File: config.mk
export PLATFORM = sky130hd
export DESIGN_NAME = noc_local_input_port_flat
export DESIGN_NICKNAME = d
export VERILOG_FILES = /design/src/rtl/noc_local_input_port_if.sv /design/src/rtl/noc_local_input_port.sv /design/src/flat_wrapper.sv
export SDC_FILE = /design/constraint.sdc
export NUM_CORES = 1
export LEC_CHECK = 0
export ABC_AREA = 1
export CAP_MARGIN = 30
export CORE_UTILIZATION = 30
export DETAILED_ROUTE_END_ITERATION = 12
export GPL_ROUTABILITY_DRIVEN = 0
export GPL_TIMING_DRIVEN = 1
export PLACE_DENSITY = 0.51
export SKIP_CTS_REPAIR_TIMING = 1
export SLEW_MARGIN = 20
export SYNTH_ARGS = -nofsm -noshare
export SYNTH_HDL_FRONTEND = slang
export SYNTH_SLANG_ARGS = --single-unit
File: constraint.sdc
create_clock -name clk -period 4.4 [get_ports clk]
set_input_delay 0.88 -clock clk [delete_from_list [all_inputs] [get_ports clk]]
set_output_delay 0.88 -clock clk [all_outputs]
set_load 0.1 [all_outputs]
File: src/rtl/noc_local_input_port_if.sv
// noc_local_input_port_if: PE flit/credit and allocator/crossbar signals of a router local input port.
interface noc_local_input_port_if;
  logic [19:0] datain;
  logic        in_valid;
  logic        co;
  logic [4:0]  route_req;
  logic        grant;
  logic [19:0] flit_out;
  logic        flit_out_valid;
  logic        err;
  modport master (output datain, in_valid, grant, input co, route_req, flit_out, flit_out_valid, err);
  modport slave (input datain, in_valid, grant, output co, route_req, flit_out, flit_out_valid, err);
endinterface

File: src/rtl/noc_local_input_port.sv
// noc_local_input_port: credit-flow flit buffer with XY route computation and per-packet output request.
module noc_local_input_port #(
  parameter int DEPTH = 4,
  parameter int X_ID  = 0,
  parameter int Y_ID  = 0
) (
  input logic clk,
  input logic RST,
  noc_local_input_port_if.slave p
);
  localparam int AW = DEPTH > 1 ? $clog2(DEPTH) : 1;
  localparam int CW = $clog2(DEPTH) + 1;
  typedef enum logic {IDLE, ACTIVE} state_t;
  state_t          r_state, w_next;
  logic [19:0]     r_mem [DEPTH];
  logic [AW-1:0]   r_wp, r_rp;
  logic [CW-1:0]   r_cnt;
  logic [4:0]      r_port, w_route;
  logic [19:0]     r_fo, w_head;
  logic            r_fov, r_co, r_err;
  logic            w_nempty, w_full, w_push, w_pop, w_fwd, w_latch, w_drop;
  function automatic logic [AW-1:0] inc(input logic [AW-1:0] v);
    return v == AW'(DEPTH - 1) ? '0 : v + 1'b1;
  endfunction
  assign w_head   = r_mem[r_rp];
  assign w_nempty = r_cnt != '0;
  assign w_full   = r_cnt == CW'(DEPTH);
  // X is resolved before Y so packets cannot deadlock on turns
  assign w_route  = w_head[15:14] > 2'(X_ID) ? 5'b00100 :
                    w_head[15:14] < 2'(X_ID) ? 5'b10000 :
                    w_head[17:16] > 2'(Y_ID) ? 5'b01000 :
                    w_head[17:16] < 2'(Y_ID) ? 5'b00010 : 5'b00001;
  always_comb begin
    w_next  = r_state;
    w_latch = 1'b0;
    w_drop  = 1'b0;
    w_fwd   = 1'b0;
    if (r_state == IDLE) begin
      w_latch = w_nempty && !w_head[19];
      w_drop  = w_nempty && w_head[19];
      w_next  = w_latch ? ACTIVE : IDLE;
    end else begin
      w_fwd  = p.grant && w_nempty;
      w_next = (w_fwd && w_head[19] == w_head[18]) ? IDLE : ACTIVE;
    end
  end
  assign w_pop  = w_fwd || w_drop;
  assign w_push = p.in_valid && (!w_full || w_pop);
  always_ff @(posedge clk or negedge RST) begin
    if (!RST) begin
      r_state <= IDLE;
      r_port  <= '0;
      r_wp    <= '0;
      r_rp    <= '0;
      r_cnt   <= '0;
      r_co    <= 1'b0;
      r_fov   <= 1'b0;
      r_fo    <= '0;
      r_err   <= 1'b0;
    end else begin
      r_state <= w_next;
      if (w_latch) r_port <= w_route;
      if (w_push) r_wp <= inc(r_wp);
      if (w_pop) r_rp <= inc(r_rp);
      r_cnt <= r_cnt + CW'(w_push) - CW'(w_pop);
      r_co  <= w_pop;
      r_fov <= w_fwd;
      if (w_fwd) r_fo <= w_head;
      if (w_drop || (p.in_valid && !w_push)) r_err <= 1'b1;
    end
  end
  always_ff @(posedge clk) begin
    if (w_push) r_mem[r_wp] <= p.datain;
  end
  assign p.route_req      = (r_state == ACTIVE && w_nempty) ? r_port : 5'b0;
  assign p.co             = r_co;
  assign p.flit_out       = r_fo;
  assign p.flit_out_valid = r_fov;
  assign p.err            = r_err;
endmodule

File: src/flat_wrapper.sv
// flat-port wrapper written by rule: the top's interface ports become plain ports
module noc_local_input_port_flat 
#(
  parameter int DEPTH = 4,
  parameter int X_ID  = 0,
  parameter int Y_ID  = 0
)
  (clk, RST, p_datain, p_in_valid, p_grant, p_co, p_route_req, p_flit_out, p_flit_out_valid, p_err);
  noc_local_input_port_if p_i ();
  input logic clk;
  input logic RST;
  input wire logic [$bits(p_i.datain)-1:0] p_datain;
  input wire logic [$bits(p_i.in_valid)-1:0] p_in_valid;
  input wire logic [$bits(p_i.grant)-1:0] p_grant;
  output wire logic [$bits(p_i.co)-1:0] p_co;
  output wire logic [$bits(p_i.route_req)-1:0] p_route_req;
  output wire logic [$bits(p_i.flit_out)-1:0] p_flit_out;
  output wire logic [$bits(p_i.flit_out_valid)-1:0] p_flit_out_valid;
  output wire logic [$bits(p_i.err)-1:0] p_err;
  assign p_i.datain = p_datain;
  assign p_i.in_valid = p_in_valid;
  assign p_i.grant = p_grant;
  assign p_co = p_i.co;
  assign p_route_req = p_i.route_req;
  assign p_flit_out = p_i.flit_out;
  assign p_flit_out_valid = p_i.flit_out_valid;
  assign p_err = p_i.err;
  noc_local_input_port #(.DEPTH(DEPTH), .X_ID(X_ID), .Y_ID(Y_ID)) u_core (.clk(clk), .RST(RST), .p(p_i));
endmodule
==> flow_summary.json <==
{
  "htreeDepth": 4,
  "overflow": 0,
  "fill_cells": 1366,
  "ys_ff_latch": 114,
  "postRouteAntennaNets": 0,
  "multi_input_area_um2": 1120,
  "whs_endpoint": "u_core.p.flit_out[10]",
  "final_cell_mix": "nand2_1 (91), edfxtp_1 (80), clkdlybuf4s50_1 (48)",
  "slew_viol_final": 0,
  "die_y_um": 125,
  "synthFlopType": "edfxtp_1",
  "critical_path_buf_inv_count": 1,
  "port-buffer-count": 49,
  "cpMostUsedCell": "nand2_1",
  "worst_pin_slew_ns": 0.978,
  "reg2reg_slack_ns": 1.59,
  "critPathCaptureType": "output pin",
  "dr_wl_met3_um": 444,
  "routed-wl-met2_mm": 4.63,
  "synth-seq-area-share": 0.713,
  "met1Wirelength_mm": 4.38,
  "skew_ns": 0.00995,
  "reg2regPathDepth": 13,
  "r2r-end": "u_core.r_cnt[2]",
  "root_buffer": "clkbuf_16",
  "ys_warn_count": 0,
  "setup_tns_ns": 0,
  "wl_per_cell_um": 15.1,
  "route.vias.total": 2828,
  "drive_gt1_frac": 0.122,
  "synth_area_per_cell_um2": 12.0,
  "cts.sinks": 114,
  "grt_first_pass_wirelength_mm": 15.4,
  "worstPathArrival_ns": 2.39,
  "startpoint_type": "flip-flop",
  "coreArea_um2": 14700,
  "clk_pin_slew_ns": 0.05,
  "slew_headroom": 0.346,
  "crit_chain": "nor2_4 -> nand2_1 -> nand2_1 -> nor2_1 -> clkdlybuf4s50_1",
  "wirelength_mm": 9.61,
  "syn_to_final_growth_pct": 28.5,
  "cpMaxStageDelayCell": "clkdlybuf4s50_1",
  "outcome": "finished with violations",
  "async_flop_share": 0.298,
  "drcViolationCount": 3,
  "cp.required_ns": 3.52,
  "syn-instance-count": 379,
  "grt.total_usage": 0.133,
  "vias_per_cell": 4.45,
  "insertion_delay_ns": 0.41,
  "finalHoldViolCount": 0,
  "first_pass_iters": 10,
  "drt_iter0_markers": 195,
  "seqCellArea_um2": 3250,
  "whs_path_depth": 2,
  "dp_hpwl_mm": 5.86,
  "cpLargestDelayFamily": "buffers and inverters",
  "io_pins": 52,
  "critPathMaxStageDelay_ns": 1.14,
  "hp-class": "flip-flop to flip-flop",
  "max-cap-violations": 0,
  "diodes": 0,
  "cts_tree": "done",
  "first_global_vias": 2854,
  "fin_nets": 471,
  "final_common_cell": "nand2_1",
  "synthesis.area_um2": 4560,
  "highest_layer": "met4",
  "crit_type": "flip-flop to output pin",
  "num_rows": 44,
  "antenna_found_initial": 0,
  "period_share": 0.743,
  "synth_edf_count": 80,
  "period_needed_ns": 3.27,
  "r2r-start": "u_core.r_cnt[1]",
  "clockBufferDepth": 2,
  "violations": "design-rule violations",
  "critical_path.max_fanout": 4,
  "cts_buffers": 17,
  "grt_setup_unrepaired": "false",
  "die-area_um2": 15700,
  "synthDistinctLibCells": 29,
  "die_w_um": 125,
  "start_util": 0.310,
  "finalSetupViolations": 0,
  "clock.fmax_mhz": 306,
  "worstHoldStart": "u_core.p.flit_out[10]",
  "grt_max_degree": 40
}
## state kept, by name, indices dropped and copies added, names as in the netlist, 2 cells and up
register	cells
u_core.r_port	3
u_core.p.flit_out	20
u_core.r_cnt	3
u_core.r_mem	80
u_core.r_wp	2
u_core.r_rp	2
## cell families after synthesis
logic type	count (synthesis)	synth area share
AO/OA/AOI/OAI	56	0.0694
XOR/XNOR	2	0.00384
buffers and inverters	40	0.0420
other	1	0.000822
adder cells (fa/ha/maj)	8	0.0236
AND/OR/NAND/NOR	158	0.147
flip-flops	114	0.713
## worst reg2reg max path: stages (launching register included)
cell and delay, ns:
dfrtp_1 0.46, nor2_4 0.18, a21oi_4 0.08, nand2_4 0.25, clkinv_2 0.30, nor2_2 0.18, inv_2 0.07, ha_1 0.27
inv_1 0.06, ha_1 0.13, inv_1 0.05, fa_1 0.38, xnor2_1 0.15, xor2_1 0.14
## per-stage QoR
| stage | setup WS, ns | hold slack (ns) | cell area, um2 | instances | util |
|---|---|---|---|---|---|
| floorplan | 1.60 | 0.481 | 4570 | 380 | - |
| global placement | 0.885 | 0.470 | 5240 | 604 | 0.356 |
| detailed placement | 0.832 | 0.472 | 5240 | 604 | 0.356 |
| CTS | 1.08 | 0.487 | 5860 | 636 | 0.399 |
| global route | 0.997 | 0.510 | 5860 | 636 | 0.399 |
| finish | 1.13 | 0.482 | 5860 | 636 | 0.399 |
## routing by layer
| metal | track usage | up-vias |
|---|---|---|
| met5 | 0 | - |
| met3 | 0.0398 | 11 |
| met1 | 0.166 | 1347 |
| met4 | 0.0610 | 0 |
| li1 | - | 1412 |
| met2 | 0.213 | 58 |
## cells in the mapped netlist (2+ instances only)
cell,number,area share
buf_2,10,0.011
nor2_1,39,0.032
inv_1,19,0.016
o22ai_1,14,0.019
o21ai_2,2,0.0038
o21ai_1,3,0.0033
o21ai_0,34,0.037
ha_1,7,0.019
a21oi_1,2,0.0022
nand3_2,4,0.0088
nor2_4,2,0.0049
edfxtp_1,80,0.53
buf_4,5,0.0082
nand3_1,16,0.018
inv_2,3,0.0025
nand2_2,3,0.0041
nand2_1,91,0.075
dfrtp_1,34,0.19
## worst max path at each step
stage,start,end,slack [ns],cells past startpoint
after CTS,u_core.r_cnt[1],p_route_req[2],1.08,5
final,u_core.r_cnt[1],p_route_req[2],1.13,5
after floorplan,u_core.r_cnt[1],p_route_req[0],1.60,4
after global placement,p_grant,u_core.r_cnt[2],0.89,14
after detailed placement,p_grant,u_core.r_cnt[2],0.83,14
after global routing,u_core.r_cnt[1],p_route_req[2],1.0,5
## area by class of cell
| cell class | count | share of cell area |
|---|---|---|
| multi-input cells | 226 | 0.191 |
| clock inverters | 12 | 0.0320 |
| flip-flops and latches | 114 | 0.555 |
| repair buffers | 57 | 0.0931 |
| inverters | 23 | 0.0149 |
| well taps | 184 | 0.0393 |
| clock buffers | 20 | 0.0745 |
Power is not shown: default switching activity piles up to over one toggle a cycle in this logic, so the estimate is an artifact.
